File: config.mk
export PLATFORM = sky130hd
export DESIGN_NAME = display_scan
export DESIGN_NICKNAME = d
export VERILOG_FILES = /design/src/rtl/display_pkg.sv /design/src/rtl/hex_to_seg.sv /design/src/rtl/display_scan.sv
export SDC_FILE = /design/constraint.sdc
export NUM_CORES = 1
export LEC_CHECK = 0
export BUFFER_PORTS_ARGS = -buffer_cell sky130_fd_sc_hd__buf_2
export CAP_MARGIN = 10
export CORE_ASPECT_RATIO = 1.2
export CORE_MARGIN = 4
export CORE_UTILIZATION = 35
export DETAILED_ROUTE_END_ITERATION = 7
export GPL_ROUTABILITY_DRIVEN = 1
export PLACE_DENSITY = 0.66
export SLEW_MARGIN = 15
export SYNTH_ARGS = -nofsm -noshare
export SYNTH_HDL_FRONTEND = slang
export SYNTH_SLANG_ARGS = --single-unit
File: constraint.sdc
create_clock -name i_clk -period 6.3 [get_ports i_clk]
set_input_delay 0 -clock i_clk [delete_from_list [all_inputs] [get_ports i_clk]]
set_output_delay 0 -clock i_clk [all_outputs]
set_load 0.02 [all_outputs]
File: src/rtl/display_pkg.sv
// Shared constants and types for the seven-segment scan controller.
package display_pkg;

    localparam int MAX_DIGITS = 8;

    // Active-low segment patterns {g,f,e,d,c,b,a}; entry 15 first, entry 0 last.
    localparam logic [15:0][6:0] SEG_TABLE = {
        7'h0E, 7'h06, 7'h21, 7'h46, 7'h03, 7'h08, 7'h10, 7'h00,
        7'h78, 7'h02, 7'h12, 7'h19, 7'h30, 7'h24, 7'h79, 7'h40
    };

    localparam logic [6:0]            SEG_OFF   = 7'h7F;
    localparam logic [MAX_DIGITS-1:0] ANODE_OFF = '1;

    typedef enum logic {
        IDLE,
        SCAN
    } state_t;

endpackage

File: src/rtl/hex_to_seg.sv
// Combinational hex nibble to active-low seven-segment decoder.
module hex_to_seg
    import display_pkg::*;
(
    input  logic [3:0] i_nibble,
    output logic [6:0] o_seg
);

    assign o_seg = SEG_TABLE[i_nibble];

endmodule

File: src/rtl/display_scan.sv
// Seven-segment scan controller for a common-anode display.
// Synchronises the slow refresh clock, steps one digit per rising edge with a
// one-cycle blank slot between digits, and latches a whole frame of inputs at
// each frame boundary so a value never tears mid-frame.
// Optional build macro: LEADING_ZERO_BLANK_EN (auto-blank leading zero digits).
//
// state | meaning
// IDLE  | after reset, display dark, waiting for the first refresh edge
// SCAN  | cycling through digits, one per refresh edge
module display_scan
    import display_pkg::*;
#(
    parameter int DIGITS      = 8,
    parameter int SYNC_STAGES = 2
) (
    input  logic                  i_clk,
    input  logic                  i_rst,
    input  logic                  i_refresh_clk,
    input  logic [4*DIGITS-1:0]   i_data,
    input  logic [DIGITS-1:0]     i_dp_in,
    input  logic [DIGITS-1:0]     i_blank_mask,
    output logic [DIGITS-1:0]     o_anode,
    output logic [6:0]            o_seg,
    output logic                  o_dp,
    output logic                  o_frame_done
);

    localparam int                IDX_W        = $clog2(DIGITS);
    localparam logic [DIGITS-1:0] ANODE_DARK   = ANODE_OFF[DIGITS-1:0];
    localparam logic [DIGITS-1:0] ONE_HOT_BASE = {{(DIGITS-1){1'b0}}, 1'b1};

    logic [SYNC_STAGES-1:0] r_sync;
    logic                   r_hist;
    logic                   r_step;

    state_t                 r_state;
    logic [IDX_W-1:0]       r_idx;
    logic [4*DIGITS-1:0]    r_snap_data;
    logic [DIGITS-1:0]      r_snap_dp;
    logic [DIGITS-1:0]      r_snap_blank;
    logic                   r_blank_slot;
    logic [DIGITS-1:0]      r_anode;
    logic [6:0]             r_seg;
    logic                   r_dp;
    logic                   r_frame_done;

    logic [DIGITS-1:0]      w_blank_in;
    logic                   w_reload;
    logic [IDX_W-1:0]       w_next_idx;
    logic [4*DIGITS-1:0]    w_next_data;
    logic [DIGITS-1:0]      w_next_dp;
    logic [DIGITS-1:0]      w_next_blank;
    logic [3:0]             w_next_nibble;
    logic                   w_next_dp_bit;
    logic                   w_next_blank_bit;
    logic [6:0]             w_dec_seg;
    logic [6:0]             w_next_seg;
    logic                   w_next_dp_out;
    logic [DIGITS-1:0]      w_anode_on;

    // Synchronise refresh_clk and register a one-cycle pulse per rising edge.
    always_ff @(posedge i_clk) begin
        if (i_rst) begin
            r_sync <= '0;
            r_hist <= 1'b0;
            r_step <= 1'b0;
        end else begin
            r_sync <= {r_sync[SYNC_STAGES-2:0], i_refresh_clk};
            r_hist <= r_sync[SYNC_STAGES-1];
            r_step <= r_sync[SYNC_STAGES-1] & ~r_hist;
        end
    end

`ifdef LEADING_ZERO_BLANK_EN
    // Blank zero nibbles from the top digit down until a nonzero nibble or a lit decimal point; digit 0 always shows.
    always_comb begin : lzb_calc
        logic v_suppress;
        w_blank_in = i_blank_mask;
        v_suppress = 1'b1;
        for (int i = DIGITS-1; i > 0; i--) begin
            if (v_suppress && (i_data[4*i +: 4] == 4'h0) && !i_dp_in[i]) begin
                w_blank_in[i] = 1'b1;
            end else begin
                v_suppress = 1'b0;
            end
        end
    end
`else
    assign w_blank_in = i_blank_mask;
`endif

    // Work out which digit and snapshot the next step will show, so seg/dp change together with the blank slot.
    always_comb begin
        w_reload         = (r_state == IDLE) || (r_idx == IDX_W'(DIGITS-1));
        w_next_idx       = w_reload ? '0 : r_idx + 1'b1;
        w_next_data      = w_reload ? i_data     : r_snap_data;
        w_next_dp        = w_reload ? i_dp_in    : r_snap_dp;
        w_next_blank     = w_reload ? w_blank_in : r_snap_blank;
        w_next_nibble    = 4'h0;
        w_next_dp_bit    = 1'b0;
        w_next_blank_bit = 1'b0;
        for (int i = 0; i < DIGITS; i++) begin
            if (w_next_idx == IDX_W'(i)) begin
                w_next_nibble    = w_next_data[4*i +: 4];
                w_next_dp_bit    = w_next_dp[i];
                w_next_blank_bit = w_next_blank[i];
            end
        end
    end

    hex_to_seg u_hex_to_seg (
        .i_nibble (w_next_nibble),
        .o_seg    (w_dec_seg)
    );

    assign w_next_seg    = w_next_blank_bit ? SEG_OFF : w_dec_seg;
    assign w_next_dp_out = w_next_blank_bit | ~w_next_dp_bit;
    assign w_anode_on    = ~(ONE_HOT_BASE << r_idx);

    // Scan FSM: a step opens a blank slot and selects the next digit; the slot closes by lighting that digit.
    always_ff @(posedge i_clk) begin
        if (i_rst) begin
            r_state      <= IDLE;
            r_idx        <= '0;
            r_snap_data  <= '0;
            r_snap_dp    <= '0;
            r_snap_blank <= '0;
            r_blank_slot <= 1'b0;
            r_anode      <= ANODE_DARK;
            r_seg        <= SEG_OFF;
            r_dp         <= 1'b1;
            r_frame_done <= 1'b0;
        end else begin
            r_frame_done <= 1'b0;
            if (r_step) begin
                r_state      <= SCAN;
                r_idx        <= w_next_idx;
                r_blank_slot <= 1'b1;
                r_anode      <= ANODE_DARK;
                r_seg        <= w_next_seg;
                r_dp         <= w_next_dp_out;
                if (w_reload) begin
                    r_snap_data  <= i_data;
                    r_snap_dp    <= i_dp_in;
                    r_snap_blank <= w_blank_in;
                    r_frame_done <= 1'b1;
                end
            end else if ((r_state == SCAN) && r_blank_slot) begin
                r_blank_slot <= 1'b0;
                r_anode      <= w_anode_on;
            end
        end
    end

    assign o_anode      = r_anode;
    assign o_seg        = r_seg;
    assign o_dp         = r_dp;
    assign o_frame_done = r_frame_done;

endmodule

==> impl_results.md <==
- Layout cells sized above 1: 20.85%
- Reg clk slew, reported paths: 0.06 ns
- GRT Residual Overflow: 0
- WP buf/inv: 2
- CP required: 6.50 ns
- Max cap viols: 0
- Critical path type: reg2reg
- Reg-to-reg critical path startpoint: r_idx[0]
- Netlist cell types: 60
- NumNets Final: 600
- Postcts setup bufs: 0
- CP arrival: 3.82 ns
- R2R Setup Slk: 2.68 ns
- CTS tree: built
- Vias: 3297
- Final min period: 3.616 ns
- Part of the power in the clock network: 48.0%
- Number of CTS-inserted buffers: 9
- Initial Utilization: 36.12%
- Final instance area: 4817 sq um
- Via density per instance: 4.936
- Initial antenna violation count: 0
- Storage cell area: 1481 sq um
- Run status: completed
- Setup Total Neg Slack: 0 ns
- Fmax: 276.6 MHz
- I/O pin count: 68
- Root Buffer: clkbuf_16
- Unrepaired setup endpoints after global routing: no
- Critical Path Sink Type: flip-flop
- P_leak: 0.001828 uW
- Port Buf Inserts: 67
- Clk sinks: 74
- Hold crit path type: in2reg
- P_sw: 246.7 uW
- FP Rows: 40
- Pwr Density: 233.1 nW/um^2
- Core area: 10060 sq um
- Drt pass-1 iters: 4
- Post-cts sizing count: 0
- CTS H-Tree Depth: 3
- Syn Area/Cell: 8.353 sq um
- Die area: 12080 sq um
- Drt wl/cell: 14.06 microns
- Yosys reg bits: 74
- Post-Syn Nets: 498
- EDFF count, synth: 0
- Crit path max-delay family: simple AND/OR/NAND/NOR gates
- Pin count of the biggest net entering global routing: 63
- Global-route wire length before repair: 15640 microns
- Ant diodes: 0
- Clk_skew: 0.004788 ns
- Rel. slew slack: 26.45%
- Synth top area share: 40.77%
- Layout area overhead: 32.58%
- Total Wirelength: 9389 microns
- Area after DPL: 4008 sq um
- Fill cells: 951
- Tot Pwr: 1123 uW
- CTS hold repair buffers: 49
- Critical Path Start: r_idx[0]
- Count of pins over their slew limit: 0
- Placer Congestion: 0.8596
- DRT iter0 DRCs: 173
- Die H: 119.6 microns
- Final core utilization: 47.89%
- Setup violators final: 0
- Startpoint Class: flip-flop
- Number of global-route vias before repair: 3303
- Die X: 101.0 microns
- HP Start: i_rst
- Worst skew pair latency: 0.33 ns
- Sequential area share after synthesis: 40.77%
- Switching share of power: 21.97%
- Drt drc: 0
- Crit path cell chain: buf_4 > ha_1 > ha_1 > or3b_4 > a211oi_1 > a221oi_2 > nand2_1 > inv_1 > ha_1 > and3_1 > a31o_1 > nor4_1 > a211oi_1
- GRT Util Overall: 15.97%
- Fin crit share: 57.39%
- Seq pwr share: 43.1%
- Peak VDD IR: 122.1 uV
- Largest area contributor in the netlist: dfxtp_1
- Final hold violation count: 0
- Max Buffers Root-to-Sink: 2
- Cells after Synth: 435
- Asr flop ratio synth: 0%
- Slew @ Worst Pin: 1.103 ns
- Ys flop type: dfxtp_1
- WHS: 0.3586 ns
- Crit-path max cell delay: 0.51 ns
- Detailed Place HPWL: 6533 microns
- Footprint of the multi-input gates: 1969 sq um
- ANT nets after route: 0
- Critical path fanouts, max: 33
- Mapped cell area: 3633 sq um
- Synth top area cells: dfxtp_1, nand2_1, a21oi_1, ha_1, mux4_2
- Ys Warns: 0
- Slowest-stage cell, CP: or3b_4
- Cell-internal power: 876.2 uW
- Gate power share: 9.0%
- CP dominant cell by count: ha_1
kinds of logic (layout without fill, tap and decap cells):
group	count (synthesis)	after routing	share of synthesized area (%)
compound gates	102	102	18.29
mux	17	17	6.749
buf+inv	38	145	5.027
fa+ha+maj	12	12	4.132
simple gates	192	192	25.03
flops	74	74	40.77
per-stage QoR:
step | worst slack, ns | instances
2_1_floorplan | 3.164 | 435
3_5_place_dp | 2.690 | 603
4_1_cts | 2.674 | 668
6_report | 2.684 | 668
3_3_place_gp | 2.803 | 603
5_1_grt | 2.436 | 668
cell type report:
class / count / area share (%)
clock buffer: 9 / 4.675
clock inverter: 7 / 1.948
inverter: 9 / 0.7013
multi-input combinational: 323 / 40.88
sequential: 74 / 30.75
tap: 126 / 3.273
timing repair buffer: 120 / 17.77
cell usage in the layout (no fill, tap or decap), drive strengths merged, types with 5 or more instances in the layout:
cell type / synthesis / layout
nand3: 8 / 8
clkbuf: 17 / 9
a21oi: 55 / 55
nor2: 26 / 26
dlygate4sd3: 0 / 49
mux2i: 8 / 8
nand2b: 5 / 5
dfxtp: 74 / 74
a211oi: 8 / 8
nor3b: 6 / 6
nand2: 108 / 108
nor2b: 7 / 7
o21ai: 11 / 11
o211ai: 5 / 5
buf: 12 / 71
mux4: 5 / 5
a31oi: 6 / 6
ha: 12 / 12
inv: 9 / 9
metal layers:
metal | track usage (%) | vias up | share of wire (%)
li1 | - | 1700 | -
met1 | 19.94 | 1514 | 44
met2 | 27.27 | 68 | 50
met3 | 3.314 | 15 | 3.8
met4 | 5.071 | 0 | 1.8
met5 | 0 | - | 0
cells in the mapped netlist (3+ instances only):
cell type and count:
a211oi_1 5, a21oi_1 55, a31oi_1 6, and3_1 4, buf_2 5, buf_6 4, clkbuf_1 17, dfxtp_1 74
ha_1 12, inv_1 9, mux2i_1 8, mux4_2 5, nand2_1 108, nand2b_1 5, nand3_1 8, nor2_1 25
nor2b_1 7, nor3_1 4, nor3b_1 3, nor3b_2 3, o211ai_1 4, o21ai_0 10, or3_1 4
power groups by stage:
stage | sequential [uW] | clock [uW] | combinational (uW)
after global routing | 484 | 567 | 111
after detailed placement | 494 | 0 | 77.2
after floorplan | 492 | 0 | 49.3
final | 483 | 539 | 101
after CTS | 483 | 544 | 100
after global placement | 493 | 0 | 75.4
worst paths after layout:
check,endpoint,cells past startpoint
setup / recovery,o_seg[0],13
hold / removal,r_sync[0],2
setup reg to reg,o_seg[0],13
hold reg to reg,r_step,1
state kept, by name, indices dropped and copies added, names as in the netlist:
register and cells:
r_blank_slot 1, o_frame_done 1, r_sync 2, r_snap_data 32, o_anode 8, o_seg 7, o_dp 1, r_snap_dp 8
r_idx 3, r_step 1, r_hist 1, r_snap_blank 8, r_state 1
Note: power is estimated with default switching activity, not from simulation.
